**config.mk**
```make
export PLATFORM = sky130hd
export DESIGN_NAME = riscv_hazard_scoreboard
export DESIGN_NICKNAME = d
export VERILOG_FILES = /design/src/rtl/riscv_hazard_scoreboard_pkg.sv /design/src/rtl/riscv_hazard_scoreboard_src_check.sv /design/src/rtl/riscv_hazard_scoreboard.sv
export SDC_FILE = /design/constraint.sdc
export NUM_CORES = 1
export LEC_CHECK = 0
export CORE_MARGIN = 2
export CORE_UTILIZATION = 54
export CTS_BUF_LIST = sky130_fd_sc_hd__clkbuf_16
export DETAILED_ROUTE_END_ITERATION = 7
export PLACE_DENSITY_LB_ADDON = 0.3
export SLEW_MARGIN = 20
export SYNTH_ARGS = -nofsm -noshare
export SYNTH_HDL_FRONTEND = slang
export SYNTH_SLANG_ARGS = --single-unit
```
**constraint.sdc**
```tcl
create_clock -name clk -period 6 [get_ports clk]
set_input_delay 1.2 -clock clk [delete_from_list [all_inputs] [get_ports clk]]
set_output_delay 1.2 -clock clk [all_outputs]
set_load 0.01 [all_outputs]
```
**src/rtl/riscv_hazard_scoreboard_pkg.sv**
```systemverilog
// Shared types, bypass codes and the result-readiness matrix for the hazard scoreboard.
// Optional build macro used by the top: RISCV_SCOREBOARD_PERF_EN.
package riscv_ScoreboardPkg;

  localparam int NUM_REGS  = 32;
  localparam int REG_W     = $clog2(NUM_REGS);
  localparam int NUM_TRACK = 5;

  localparam logic [2:0] BYP_RF = 3'd0;
  localparam logic [2:0] BYP_X  = 3'd1;
  localparam logic [2:0] BYP_M  = 3'd2;
  localparam logic [2:0] BYP_X2 = 3'd3;
  localparam logic [2:0] BYP_X3 = 3'd4;
  localparam logic [2:0] BYP_W  = 3'd5;

  localparam logic [1:0] LAT_ALU = 2'd0;
  localparam logic [1:0] LAT_LD  = 2'd1;
  localparam logic [1:0] LAT_MD  = 2'd2;

  // Tracked stage index: 0 X, 1 M, 2 X2, 3 X3, 4 W
  localparam logic [2:0] ST_X  = 3'd0;
  localparam logic [2:0] ST_M  = 3'd1;
  localparam logic [2:0] ST_X2 = 3'd2;
  localparam logic [2:0] ST_X3 = 3'd3;
  localparam logic [2:0] ST_W  = 3'd4;

  typedef struct packed {
    logic             val;
    logic             wen;
    logic [REG_W-1:0] rd;
    logic [1:0]       lat;
  } entry_t;

  // Reserved latency class 3 falls through to the muldiv row.
  function automatic logic ready(input logic [1:0] lat, input logic [2:0] stage);
    case (lat)
      LAT_ALU: ready = 1'b1;
      LAT_LD:  ready = (stage != ST_X);
      default: ready = (stage == ST_X3) || (stage == ST_W);
    endcase
  endfunction

endpackage

```
**src/rtl/riscv_hazard_scoreboard_src_check.sv**
```systemverilog
// One decode source operand: finds the youngest matching in-flight writer and
// returns its bypass select, or flags a RAW hazard if that result is not ready yet.
module riscv_scoreboard_src_check
  import riscv_ScoreboardPkg::*;
(
  input  logic [REG_W-1:0]           src,
  input  logic                       src_en,
  input  logic [NUM_TRACK-1:0]       wr_val,
  input  logic [REG_W*NUM_TRACK-1:0] wr_rd,
  input  logic [2*NUM_TRACK-1:0]     wr_lat,
  output logic [2:0]                 sel,
  output logic                       hazard
);

  logic found;

  // Scanning X first and latching the first hit keeps an older result from
  // ever being forwarded past a younger writer of the same register.
  always_comb begin
    sel    = BYP_RF;
    hazard = 1'b0;
    found  = 1'b0;
    if (src_en && (src != '0)) begin
      for (int s = 0; s < NUM_TRACK; s++) begin
        if (!found && wr_val[s] && (wr_rd[REG_W*s +: REG_W] == src)) begin
          found = 1'b1;
          if (ready(wr_lat[2*s +: 2], 3'(s)))
            sel = BYP_X + 3'(s);
          else
            hazard = 1'b1;
        end
      end
    end
  end

endmodule

```
**src/rtl/riscv_hazard_scoreboard.sv**
```systemverilog
// Shadow pipeline of register writers in X..W driving decode bypass selects and RAW stall.
// Build macro RISCV_SCOREBOARD_PERF_EN adds raw-stall and bypass event counters.
module riscv_hazard_scoreboard
  import riscv_ScoreboardPkg::*;
(
  input  logic             clk,
  input  logic             reset,
  input  logic             dec_val_Dhl,
  input  logic [REG_W-1:0] dec_rs1_Dhl,
  input  logic             dec_rs1_en_Dhl,
  input  logic [REG_W-1:0] dec_rs2_Dhl,
  input  logic             dec_rs2_en_Dhl,
  input  logic [REG_W-1:0] dec_rd_Dhl,
  input  logic             dec_rd_en_Dhl,
  input  logic [1:0]       dec_lat_Dhl,
  input  logic             squash_Dhl,
  input  logic             stall_ext_Dhl,
  input  logic             stall_Xhl,
  input  logic             stall_Mhl,
  input  logic             stall_X2hl,
  input  logic             stall_X3hl,
  input  logic             stall_Whl,
  output logic [2:0]       rdata0_byp_mux_sel_Dhl,
  output logic [2:0]       rdata1_byp_mux_sel_Dhl,
  output logic             raw_stall_Dhl,
`ifdef RISCV_SCOREBOARD_PERF_EN
  output logic [31:0]      perf_raw_stall_cnt,
  output logic [31:0]      perf_bypass_cnt,
`endif
  output logic             stall_Dhl_total
);

  entry_t                     stg [NUM_TRACK];
  logic [NUM_TRACK-1:0]       stall_vec;
  logic [NUM_TRACK-1:0]       wr_val;
  logic [REG_W*NUM_TRACK-1:0] wr_rd;
  logic [2*NUM_TRACK-1:0]     wr_lat;
  logic [2:0]                 sel0, sel1;
  logic                       hazard0, hazard1;
  logic                       raw_int, stall_d_int;

  assign stall_vec = {stall_Whl, stall_X3hl, stall_X2hl, stall_Mhl, stall_Xhl};

  always_comb begin
    for (int s = 0; s < NUM_TRACK; s++) begin
      wr_val[s]                  = stg[s].val && stg[s].wen && (stg[s].rd != '0);
      wr_rd[REG_W*s +: REG_W]    = stg[s].rd;
      wr_lat[2*s +: 2]           = stg[s].lat;
    end
  end

  riscv_scoreboard_src_check u_src0 (
    .src    (dec_rs1_Dhl),
    .src_en (dec_rs1_en_Dhl),
    .wr_val (wr_val),
    .wr_rd  (wr_rd),
    .wr_lat (wr_lat),
    .sel    (sel0),
    .hazard (hazard0)
  );

  riscv_scoreboard_src_check u_src1 (
    .src    (dec_rs2_Dhl),
    .src_en (dec_rs2_en_Dhl),
    .wr_val (wr_val),
    .wr_rd  (wr_rd),
    .wr_lat (wr_lat),
    .sel    (sel1),
    .hazard (hazard1)
  );

  // Squash is deliberately not folded in here; the control unit ranks it above the stall.
  assign raw_int     = dec_val_Dhl && (hazard0 || hazard1);
  assign stall_d_int = raw_int || stall_ext_Dhl;

  assign rdata0_byp_mux_sel_Dhl = reset ? BYP_RF : sel0;
  assign rdata1_byp_mux_sel_Dhl = reset ? BYP_RF : sel1;
  assign raw_stall_Dhl          = !reset && raw_int;
  assign stall_Dhl_total        = !reset && stall_d_int;

  always_ff @(posedge clk) begin
    if (reset) begin
      for (int s = 0; s < NUM_TRACK; s++)
        stg[s].val <= 1'b0;
    end else begin
      if (!stall_vec[0])
        stg[0] <= '{val: dec_val_Dhl && !stall_d_int && !squash_Dhl,
                    wen: dec_rd_en_Dhl, rd: dec_rd_Dhl, lat: dec_lat_Dhl};
      // A stalled upstream stage leaves a bubble in a free downstream stage.
      for (int s = 1; s < NUM_TRACK; s++) begin
        if (!stall_vec[s])
          stg[s] <= '{val: stg[s-1].val && !stall_vec[s-1],
                      wen: stg[s-1].wen, rd: stg[s-1].rd, lat: stg[s-1].lat};
      end
    end
  end

`ifdef RISCV_SCOREBOARD_PERF_EN
  always_ff @(posedge clk) begin
    if (reset) begin
      perf_raw_stall_cnt <= '0;
      perf_bypass_cnt    <= '0;
    end else begin
      if (raw_int)
        perf_raw_stall_cnt <= perf_raw_stall_cnt + 32'd1;
      if (dec_val_Dhl && !stall_d_int && !squash_Dhl && ((sel0 != BYP_RF) || (sel1 != BYP_RF)))
        perf_bypass_cnt <= perf_bypass_cnt + 32'd1;
    end
  end
`endif

endmodule

```
==> key figures, run 1 <==
Layout
  – Most flops, register: stg
  – Number of antenna diodes: 0
  – Largest registers: stg (39)
  – Most frequent cells in the layout: edfxtp_1, clkdlybuf4s50_1, nor2b_1
  – Area growth from synthesis to layout: 22.36%
  – Commonest non-fill, non-tap cell in the layout: edfxtp_1
  – Nets: 293
  – Share of cells above drive strength 1: ~6.4%
  – Max reg flops: 39

Critical path
  – Slowest-stage cell, CP: clkdlybuf4s50_1
  – CP Data Required Time: around 4800 ps
  – CP most frequent cell: clkdlybuf4s50_1
  – Length in cells of the worst reg-to-reg path: 6
  – Crit path max fanout: 6
  – Worst EP arrival: a little under 4000 ps
  – Worst path cell trace: clkdlybuf4s50_1, xor2_1, or4_1, nor4_2, a21oi_1, a221oi_1, nor3_1, clkdlybuf4s50_1
  – Crit. End Element: output port
  – Setup CP Type: primary input to output port
  – Critical Path Max Stage Delay: around 580 ps
  – CP startpoint kind: primary input

STA
  – RSZ-0062 raised after global routing: no
  – Clock skew: approximately 3.3 ps
  – TNS Setup: 0 ps
  – Slew Limit Fails: 0
  – Setup ws final: between 800 and 900 ps
  – Fmax: about 190 MHz
  – Final Hold Viols: 0
  – Slew headroom: between 40% and 50%
  – # setup viols final: 0
  – Fin crit share: a little under nine tenths
  – Final Critical Period: around 5200 ps
  – Measured slew at the worst slew-check pin: about 770 ps

Route
  – Total Wirelength: roughly 5600 um
  – DRC Markers: 0
  – Vias post-DR: 1898
  – Initial DRT Pass Iterations: 4
  – DR vias/cell: 6.006
  – WL/cell: roughly 18 um
  – Iter 0 DRT Violations: 154
  – Antenna violation net count after detailed routing: 0

Outcome
  – Status: finished, final reports clean

Die
  – Die area: about 5200 um2
  – Io pins: 38
  – Die Span X: around 72 um
  – Core area: approximately 4400 um2
  – Die Y: approximately 70 um
  – Initial Util: a little under three fifths
  – Row count: 24

Power
  – Int Power: 0.5647 mW
  – Sw Share: 22.96%
  – PwrDens: about 240 nW/um2
  – Lkg Pwr: slightly above 1 nW
  – Sw power: 0.1683 mW
  – Logic gate share of total power: a little over an eighth
  – Maximum vdd drop: between 0.2 and 0.25 mV
  – Share of total power in the clock network: around two fifths
  – Seq pwr share: between 40% and 50%

Clocking
  – CTS sink cnt: 39
  – Clk_lat worst skew: 280 ps
  – Postcts setup bufs: 0
  – H-Tree Depth: 2
  – Post-CTS sizing: 0
  – CTS hold repair buffers: 0
  – Clock transition at path regs: ~60 ps
  – Num CTS Buffers: 5
  – CTS max path bufs: 2
  – CTS tree: yes
  – Clock root cell: clkbuf_16

Synthesis
  – Synth Cell Area: 2490 um2
  – Yosys cell types: 39
  – Seq cells post-synth: 39
  – Ys flop type: edfxtp_1
  – Post-synthesis sequential area ratio: between 40% and 50%
  – Number of flops mapped to enable cells by yosys: 39
  – Post-synthesis average cell area: between 10 and 15 um2
  – Syn Inst Count: 234
  – Async S/R FF share, synth: 0%
  – Post-Synthesis Net Count: approximately 260
  – Ys Warns: 0

Place
  – GPL Wtd Cong: 0.8996
  – Hpwl dp: about 4200 um
  – Port Buffers: 37
  – Setup WS pre-CTS: ~860 ps

GRT
  – GRT overflow: 0
  – Initial antenna violation count: 0
  – Met2 Resource Use GR: between 30% and 40%
  – First-pass GRT wire length: between 8000 and 9000 um
  – Vias in the first global route: 1826
  – GRT met1 Usage: between 20% and 30%
  – Tot GR Track Use: ~23%
  – Met3 track demand over resource: slightly above 5%
  – Largest net degree at the start of global routing: 37
  – Grt peak-use layer: met2

Worst hold path
  – Hold depth: 1
  – Hold Crit Class: flop to flop

Job
  – Max-cap violations: 0
==> synthesized netlist by cell type, types with 2 or more instances <==
cell,count,area [um2]
nor3_1,6,30.03
or3_1,2,12.51
nand4_1,3,18.77
nand2b_1,6,37.54
nor4_1,5,31.28
nand2_1,7,26.28
mux2_2,2,22.52
and3_1,5,31.28
nand3_1,5,25.02
clkbuf_1,16,60.06
a211o_1,2,17.52
edfxtp_1,39,1171
o21ai_0,3,15.01
a21oi_1,2,10.01
xnor2_1,24,210.2
or4_1,9,67.56
nor2_1,14,52.55
nor2b_1,34,212.7
nor3b_1,6,45.04
xor2_1,25,219.0
==> layer usage <==
metal	vias up	share of wire (%)
met5	-	0
met4	0	2.4
met3	11	6.2
met2	71	52
met1	923	40
li1	893	-
==> worst max-delay path: cells and delay by family <==
kind,cells,cell delay [ps]
XOR/XNOR,1,220
AO/OA/AOI/OAI,2,500
AND/OR/NAND/NOR,3,960
buffers and inverters,2,1080
==> power by group through the flow <==
stage / clock, mW / combinational, mW / sequential, mW
after CTS: 0.304 / 0.0979 / 0.334
after detailed placement: 0 / 0.0970 / 0.339
after global placement: 0 / 0.0947 / 0.339
after floorplan: 0 / 0.0648 / 0.334
after global routing: 0.314 / 0.107 / 0.336
final: 0.301 / 0.0977 / 0.334
==> stage by stage <==
step,cells,power (mW),util [%],area (um2),hold slack [ps]
4_1_cts,316,0.7355,69.49,3047,570.6
3_3_place_gp,308,0.4333,65.64,2878,542.6
3_5_place_dp,308,0.4363,65.64,2878,557.0
6_report,316,0.7330,69.49,3047,573.4
2_1_floorplan,234,0.3987,-,2490,536.5
5_1_grt,316,0.7565,69.49,3047,610.0
==> cell type report <==
cell class	count	area (um2)
Timing Repair Buffer	38	377.9
Inverter	1	3.754
Sequential cell	39	1171
Fill cell	329	1338
Clock inverter	3	43.79
Clock buffer	5	125.1
Multi-Input combinational cell	178	1260
Tap cell	52	65.06
==> final timing paths <==
kind | from | endpoint | slack [ps]
worst min-delay path | stg[0][1] | stg[0][10] | 570
worst max register to register | stg[0][11] | stg[0][8] | 3630
worst max-delay path | dec_rs1_Dhl[4] | stall_Dhl_total | 830
worst min register to register | stg[0][1] | stg[0][10] | 570
==> kinds of logic after synthesis <==
kind of cell | count (synthesis) | synth area share [%]
DFF | 39 | 47.04
muxes | 2 | 0.9045
AOI/OAI and AO/OA | 19 | 6.282
and+or+nand+nor | 108 | 25.98
buffers and inverters | 17 | 2.563
xor gates and xnor gates | 49 | 17.24
(Power assumes the default switching activity.)
==> run 2, diff against run 1 <==
DONT_BUFFER_PORTS = 1   (was default)
==> run 2 against run 1 <==
Compared with the run above:
- die area did not move
- maximum frequency increased by 26%
- routed wire length shrank 9.5%
- sequential cell count unchanged
- non-clock buffer count shrank 37
- clock-buffer cell count unchanged
- critical path type unchanged
- highest routed layer is now met5
==> key figures, run 2 (synthesis results as in run 1) <==
Layout
  – Max reg flops: 39 (unchanged)
  – Nets: 256 (was 293)
  – Post-Layout Cell Count: 279 (was 316)
  – Most frequent cells in the layout: edfxtp_1, nor2b_1, xor2_1 (was edfxtp_1, clkdlybuf4s50_1, nor2b_1)
  – Share of cells above drive strength 1: 6.608% (was 6.439%)
  – Number of antenna diodes: 0 (unchanged)
  – Area growth from synthesis to layout: 6.332% (was 22.36%)
  – Largest registers: stg (39) (unchanged)
  – Most flops, register: stg (unchanged)
  – Commonest non-fill, non-tap cell in the layout: edfxtp_1 (unchanged)

Die
  – Core area: 4384 um2 (unchanged)
  – Die area: 5170 um2 (unchanged)
  – Row count: 24 (unchanged)
  – Initial Util: 56.79% (unchanged)
  – Io pins: 38 (unchanged)
  – Die Y: 71.91 um (unchanged)
  – Die Span X: 71.91 um (unchanged)

Clocking
  – Clk_lat worst skew: 280 ps (about the same)
  – Clock root cell: clkbuf_16 (unchanged)
  – Clock transition at path regs: 60 ps (about the same)
  – CTS sink cnt: 39 (unchanged)
  – Num CTS Buffers: 5 (unchanged)
  – H-Tree Depth: 2 (unchanged)
  – CTS max path bufs: 2 (unchanged)
  – CTS tree: yes (unchanged)
  – CTS hold repair buffers: 0 (unchanged)
  – Post-CTS sizing: 0 (unchanged)
  – Postcts setup bufs: 0 (unchanged)

Critical path
  – CP Launch Point: dec_rs1_Dhl[4] (unchanged)
  – Worst EP arrival: 2890 ps (was 3970 ps)
  – Slowest-stage cell, CP: or4_1 (was clkdlybuf4s50_1)
  – CP startpoint kind: primary input (unchanged)
  – Crit. End Element: output port (unchanged)
  – Crit path max fanout: 6 (unchanged)
  – Setup CP Type: primary input to output port (unchanged)
  – Worst path cell trace: xor2_1, or4_1, nor4_2, a311o_1, a22oi_1, nor3b_1 (was clkdlybuf4s50_1, xor2_1, or4_1, nor4_2, a21oi_1, a221oi_1, nor3_1, clkdlybuf4s50_1)
  – RR Startpoint: stg[0][11] (unchanged)
  – Critical Path Max Stage Delay: 520 ps (was 580 ps)
  – CP Data Required Time: 4800 ps (about the same)

Outcome
  – Status: finished, final reports clean (unchanged)

Route
  – WL/cell: 18.02 um (was 17.58 um)
  – Total Wirelength: 5027 um (was 5555 um)
  – Antenna violation net count after detailed routing: 0 (unchanged)
  – Iter 0 DRT Violations: 132 (was 154)
  – DRC Markers: 0 (unchanged)
  – Vias post-DR: 1677 (was 1898)
  – DR vias/cell: 6.011 (was 6.006)
  – Initial DRT Pass Iterations: 4 (unchanged)

STA
  – TNS Setup: 0 ps (unchanged)
  – Setup ws final: 1912 ps (was 832.4 ps)
  – Final Critical Period: 4088 ps (was 5168 ps)
  – RSZ-0062 raised after global routing: no (unchanged)
  – Fmax: 244.6 MHz (was 193.5 MHz)
  – Slew headroom: 38.71% (was 48.50%)
  – Slew Limit Fails: 0 (unchanged)
  – Final Hold Viols: 0 (unchanged)
  – # setup viols final: 0 (unchanged)
  – Fin crit share: 68.13% (was 86.13%)
  – Measured slew at the worst slew-check pin: 896.2 ps (was 765.4 ps)
  – Clock skew: 7.175 ps (was 3.277 ps)

Power
  – Logic gate share of total power: 10.1% (was 13.3%)
  – Int Power: 0.5036 mW (was 0.5647 mW)
  – Share of total power in the clock network: 38.6% (was 41.1%)
  – PwrDens: 245.6 nW/um2 (was 240.6 nW/um2)
  – Sw power: 0.1466 mW (was 0.1683 mW)
  – Lkg Pwr: 0.8710 nW (was 1.031 nW)
  – Sw Share: 22.55% (was 22.96%)
  – Maximum vdd drop: 0.1421 mV (was 0.2138 mV)
  – Seq pwr share: 51.2% (was 45.6%)

GRT
  – Vias in the first global route: 1621 (was 1826)
  – Largest net degree at the start of global routing: 29 (was 37)
  – First-pass GRT wire length: 8017 um (was 8901 um)
  – GRT overflow: 0 (unchanged)
  – Initial antenna violation count: 1 (was 0)
  – Tot GR Track Use: 21.06% (was 23.04%)

Place
  – Hpwl dp: 3946 um (was 4231 um)
  – Setup WS pre-CTS: 1902 ps (was 862.4 ps)
  – GPL Wtd Cong: 0.9152 (was 0.8996)
  – Port Buffers: 0 (was 37)
  – Placed Instances: 271 (was 308)

Worst hold path
  – Hold Startpoint: stg[0][34] (was stg[0][1])
  – Hold Crit Class: flop to flop (unchanged)

Job
  – Max-cap violations: 0 (unchanged)
-- run 2: cell count changes in the layout (fill, tap and decap cells not counted), sizes merged --
cell | previous run | this run
clkinvlp | 0 | 1
bufinv | 1 | 0
clkdlybuf4s50 | 37 | 0
-- run 2: through the flow --
step           power (mW)  cell area, um2  utilization, %  hold WS, ps
2_1_floorplan      0.3987            2490               -        536.5
3_3_place_gp       0.4028            2507           57.19        544.1
3_5_place_dp       0.4046            2507           57.19        552.2
4_1_cts            0.6527            2648           60.39        565.4
5_1_grt            0.6709            2648           60.39        610.0
6_report           0.6502            2648           60.39        560.7
-- run 2: final cells by class --
type                       instances  area [um2]
timing repair buffer               1       7.507
tap                               52       65.06
clock buffer                       5       125.1
sequential                        39        1171
multi-input combinational        178        1260
clock inverter                     3       15.01
inverter                           1       3.754
fill                             376        1737
-- run 2: power by group through the flow --
stage               Clock [mW]  Combinational [mW]  Sequential (mW)
detailed placement           0              0.0658            0.339
global route             0.262              0.0733            0.335
floorplan                    0              0.0648            0.334
global placement             0              0.0643            0.339
finish                   0.251              0.0659            0.333
CTS                      0.253              0.0664            0.333
-- run 2: worst paths after layout --
| kind | endpoint | slack [ps] | cells past startpoint |
|---|---|---|---|
| setup reg to reg | stg[0][8] | 3660 | 6 |
| setup / recovery | raw_stall_Dhl | 1910 | 6 |
| hold reg to reg | stg[0][43] | 560 | 1 |
| hold / removal | stg[0][43] | 560 | 1 |
-- run 2: critical path, delay by kind of cell --
family | cells | cell delay (ps)
xor+xnor | 1 | 120
compound gates | 2 | 300
simple gates | 3 | 1270
-- run 2: metal layers --
metal	wire, um	track usage (%)	vias up
li1	-	-	818
met1	2088	26.20	789
met2	2485	34.98	55
met3	312	5.556	13
met4	129	8.805	2
met5	11	0	-
==> run 3, diff against run 2 <==
clock period = 3.4 ns   (was 6 ns; I/O delays follow)
==> run 3 against run 2 <==
Compared with the run above:
- combinational power grew 79%
- design area grew 1.7%
- total power grew 88%
- global-route usage grew 0.53 points
- clock power grew 100%
- first-iteration DRC count shrank 26%
- clock skew shrank 2.9 ps
- final cell count grew 1.1%
- sequential cell count is the same
- die area is the same
- critical path depth is the same
- routed wire length grew 2.0%
- largest cell class unchanged
- largest power group unchanged
==> key figures, run 3 (synthesis results as in run 1) <==
Die
  – Io pins: 38 (unchanged)
  – Core area: 4384 um2 (unchanged)
  – Die Span X: 71.91 um (unchanged)
  – Die area: 5170 um2 (unchanged)
  – Die Y: 71.91 um (unchanged)
  – Row count: 24 (unchanged)
  – Initial Util: 56.79% (unchanged)

Clocking
  – Num CTS Buffers: 5 (unchanged)
  – CTS max path bufs: 2 (unchanged)
  – CTS tree: yes (unchanged)
  – Clock transition at path regs: 50 ps (was 60 ps)
  – CTS sink cnt: 39 (unchanged)
  – Post-CTS sizing: 0 (unchanged)
  – H-Tree Depth: 2 (unchanged)
  – Clk_lat worst skew: 280 ps (about the same)
  – Clock root cell: clkbuf_16 (unchanged)

Critical path
  – RR Startpoint: stg[0][11] (unchanged)
  – Crit path max fanout: 4 (was 6)
  – Setup CP Type: flop to output port (was primary input to output port)
  – CP startpoint kind: flop (was primary input)
  – Worst EP arrival: 2610 ps (was 2890 ps)
  – CP Data Required Time: 2720 ps (was 4800 ps)
  – Crit. End Element: output port (unchanged)
  – CP Launch Point: stg[0][30] (was dec_rs1_Dhl[4])

STA
  – Setup ws final: 106.1 ps (was 1912 ps)
  – Slew Limit Fails: 0 (unchanged)
  – # setup viols final: 0 (unchanged)
  – Clock skew: 4.262 ps (was 7.175 ps)
  – Final Critical Period: about 3300 ps
  – Slew headroom: 47.11% (was 38.71%)
  – Final Hold Viols: 0 (unchanged)
  – Fmax: ~300 MHz
  – RSZ-0062 raised after global routing: yes (was no)
  – Measured slew at the worst slew-check pin: 786.1 ps (was 896.2 ps)
  – Fin crit share: around 97%

Route
  – Antenna violation net count after detailed routing: 0 (unchanged)
  – Initial DRT Pass Iterations: 5 (was 4)
  – DRC Markers: 0 (unchanged)
  – Vias post-DR: 1723 (was 1677)
  – Iter 0 DRT Violations: 98 (was 132)
  – WL/cell: 18.19 um (was 18.02 um)
  – Total Wirelength: 5129 um (was 5027 um)
  – DR vias/cell: 6.110 (was 6.011)

GRT
  – Initial antenna violation count: 0 (was 1)
  – Met3 track demand over resource: 5.972% (was 5.556%)
  – Vias in the first global route: 1731 (was 1621)
  – Grt peak-use layer: met2 (unchanged)
  – GRT overflow: 0 (unchanged)
  – Tot GR Track Use: 21.59% (was 21.06%)
  – Met2 Resource Use GR: 33.74% (was 34.98%)
  – GRT met1 Usage: 27.80% (was 26.20%)
  – First-pass GRT wire length: 8335 um (was 8017 um)
  – Largest net degree at the start of global routing: 40 (was 29)

Layout
  – Most frequent cells in the layout: edfxtp_1, nor2b_1, xor2_1 (unchanged)
  – Area growth from synthesis to layout: 8.191% (was 6.332%)
  – Max reg flops: 39 (unchanged)
  – Largest registers: stg (39) (unchanged)
  – Commonest non-fill, non-tap cell in the layout: edfxtp_1 (unchanged)
  – Number of antenna diodes: 0 (unchanged)
  – Most flops, register: stg (unchanged)
  – Share of cells above drive strength 1: 8.261% (was 6.608%)
  – Nets: 259 (was 256)
  – Post-layout util: 61.44% (was 60.39%)
  – # fillers: 356 (was 376)

Power
  – Seq pwr share: 48.2% (was 51.2%)
  – PwrDens: 452.7 nW/um2 (was 245.6 nW/um2)
  – Sw Share: 20.88% (was 22.55%)
  – Logic gate share of total power: 9.7% (was 10.1%)
  – Share of total power in the clock network: 42.1% (was 38.6%)
  – Maximum vdd drop: 0.3062 mV (was 0.1421 mV)
  – Int Power: 0.9648 mW (was 0.5036 mW)
  – Sw power: 0.2547 mW (was 0.1466 mW)
  – PnR Total Power: 1.219 mW (was 0.6502 mW)
  – Lkg Pwr: 0.9031 nW (was 0.8710 nW)

Place
  – Port Buffers: 0 (unchanged)
  – Hpwl dp: 3980 um (was 3946 um)
  – GPL Wtd Cong: 0.8627 (was 0.9152)
  – Setup WS pre-CTS: 346.6 ps (was 1902 ps)

Worst hold path
  – Hold Crit Class: flop to flop (unchanged)
  – Hold Startpoint: stg[0][1] (was stg[0][34])

Outcome
  – Status: finished, final reports clean (unchanged)

Job
  – Max-cap violations: 0 (unchanged)
run 3: cell count changes in the layout (fill, tap and decap cells not counted), sizes merged:
cell      change
buf           +3
bufinv        +1
clkinvlp      -1
run 3: layout make-up:
class / count / area, um2 / area share, %
clock inverters: 3 / 38.79 / 1.440
multi-input cells: 178 / 1260 / 46.77
clock buffers: 5 / 125.1 / 4.645
repair buffers: 4 / 30.03 / 1.115
inverters: 1 / 3.754 / 0.1393
well taps: 52 / 65.06 / 2.415
flip-flops and latches: 39 / 1171 / 43.47
run 3: path summary, 6_finish.rpt:
kind                               endpoint  slack (ps)  cells after the start
setup / recovery  rdata0_byp_mux_sel_Dhl[0]         110                      6
hold / removal                   stg[0][10]         570                      1
setup reg to reg                  stg[0][8]        1030                      6
hold reg to reg                  stg[0][10]         570                      1
run 3: what timing repair did:
| item | CTS | global route |
|---|---|---|
| endpoints found under the setup margin | 0 | 2 |
| hold buffers | 0 | 0 |
| buffers inserted | 0 | 1 |
run 3: routing by layer:
layer	share of wire [%]	wire (um)	vias up
met4	2.6	131	0
met2	49	2525	67
met3	6.9	354	15
met5	0	0	-
li1	-	-	822
met1	41	2118	819
run 3: worst max-delay path: stages (launching register included):
cell,delay [ps]
edfxtp_1,450
or4_1,540
o211ai_1,200
or4_1,190
or3b_1,360
a211o_1,310
a211oi_2,280
run 3: stage by stage:
stage               std cells  hold WS [ps]  setup TNS, ps  cell area (um2)
global placement          273         543.6              0             2522
floorplan                 234         536.5              0             2490
global route              282         577.6         -39.36             2694
detailed placement        273         564.0              0             2522
CTS                       281         575.1              0             2686
finish                    282         568.4              0             2694
run 3: power groups by stage:
stage          sequential (mW)  combinational (mW)  clock (mW)
2_1_floorplan            0.589               0.114           0
3_3_place_gp             0.597               0.113           0
3_5_place_dp             0.598               0.117           0
4_1_cts                  0.588               0.118       0.519
5_1_grt                  0.591               0.133       0.534
6_report                 0.587               0.118       0.514
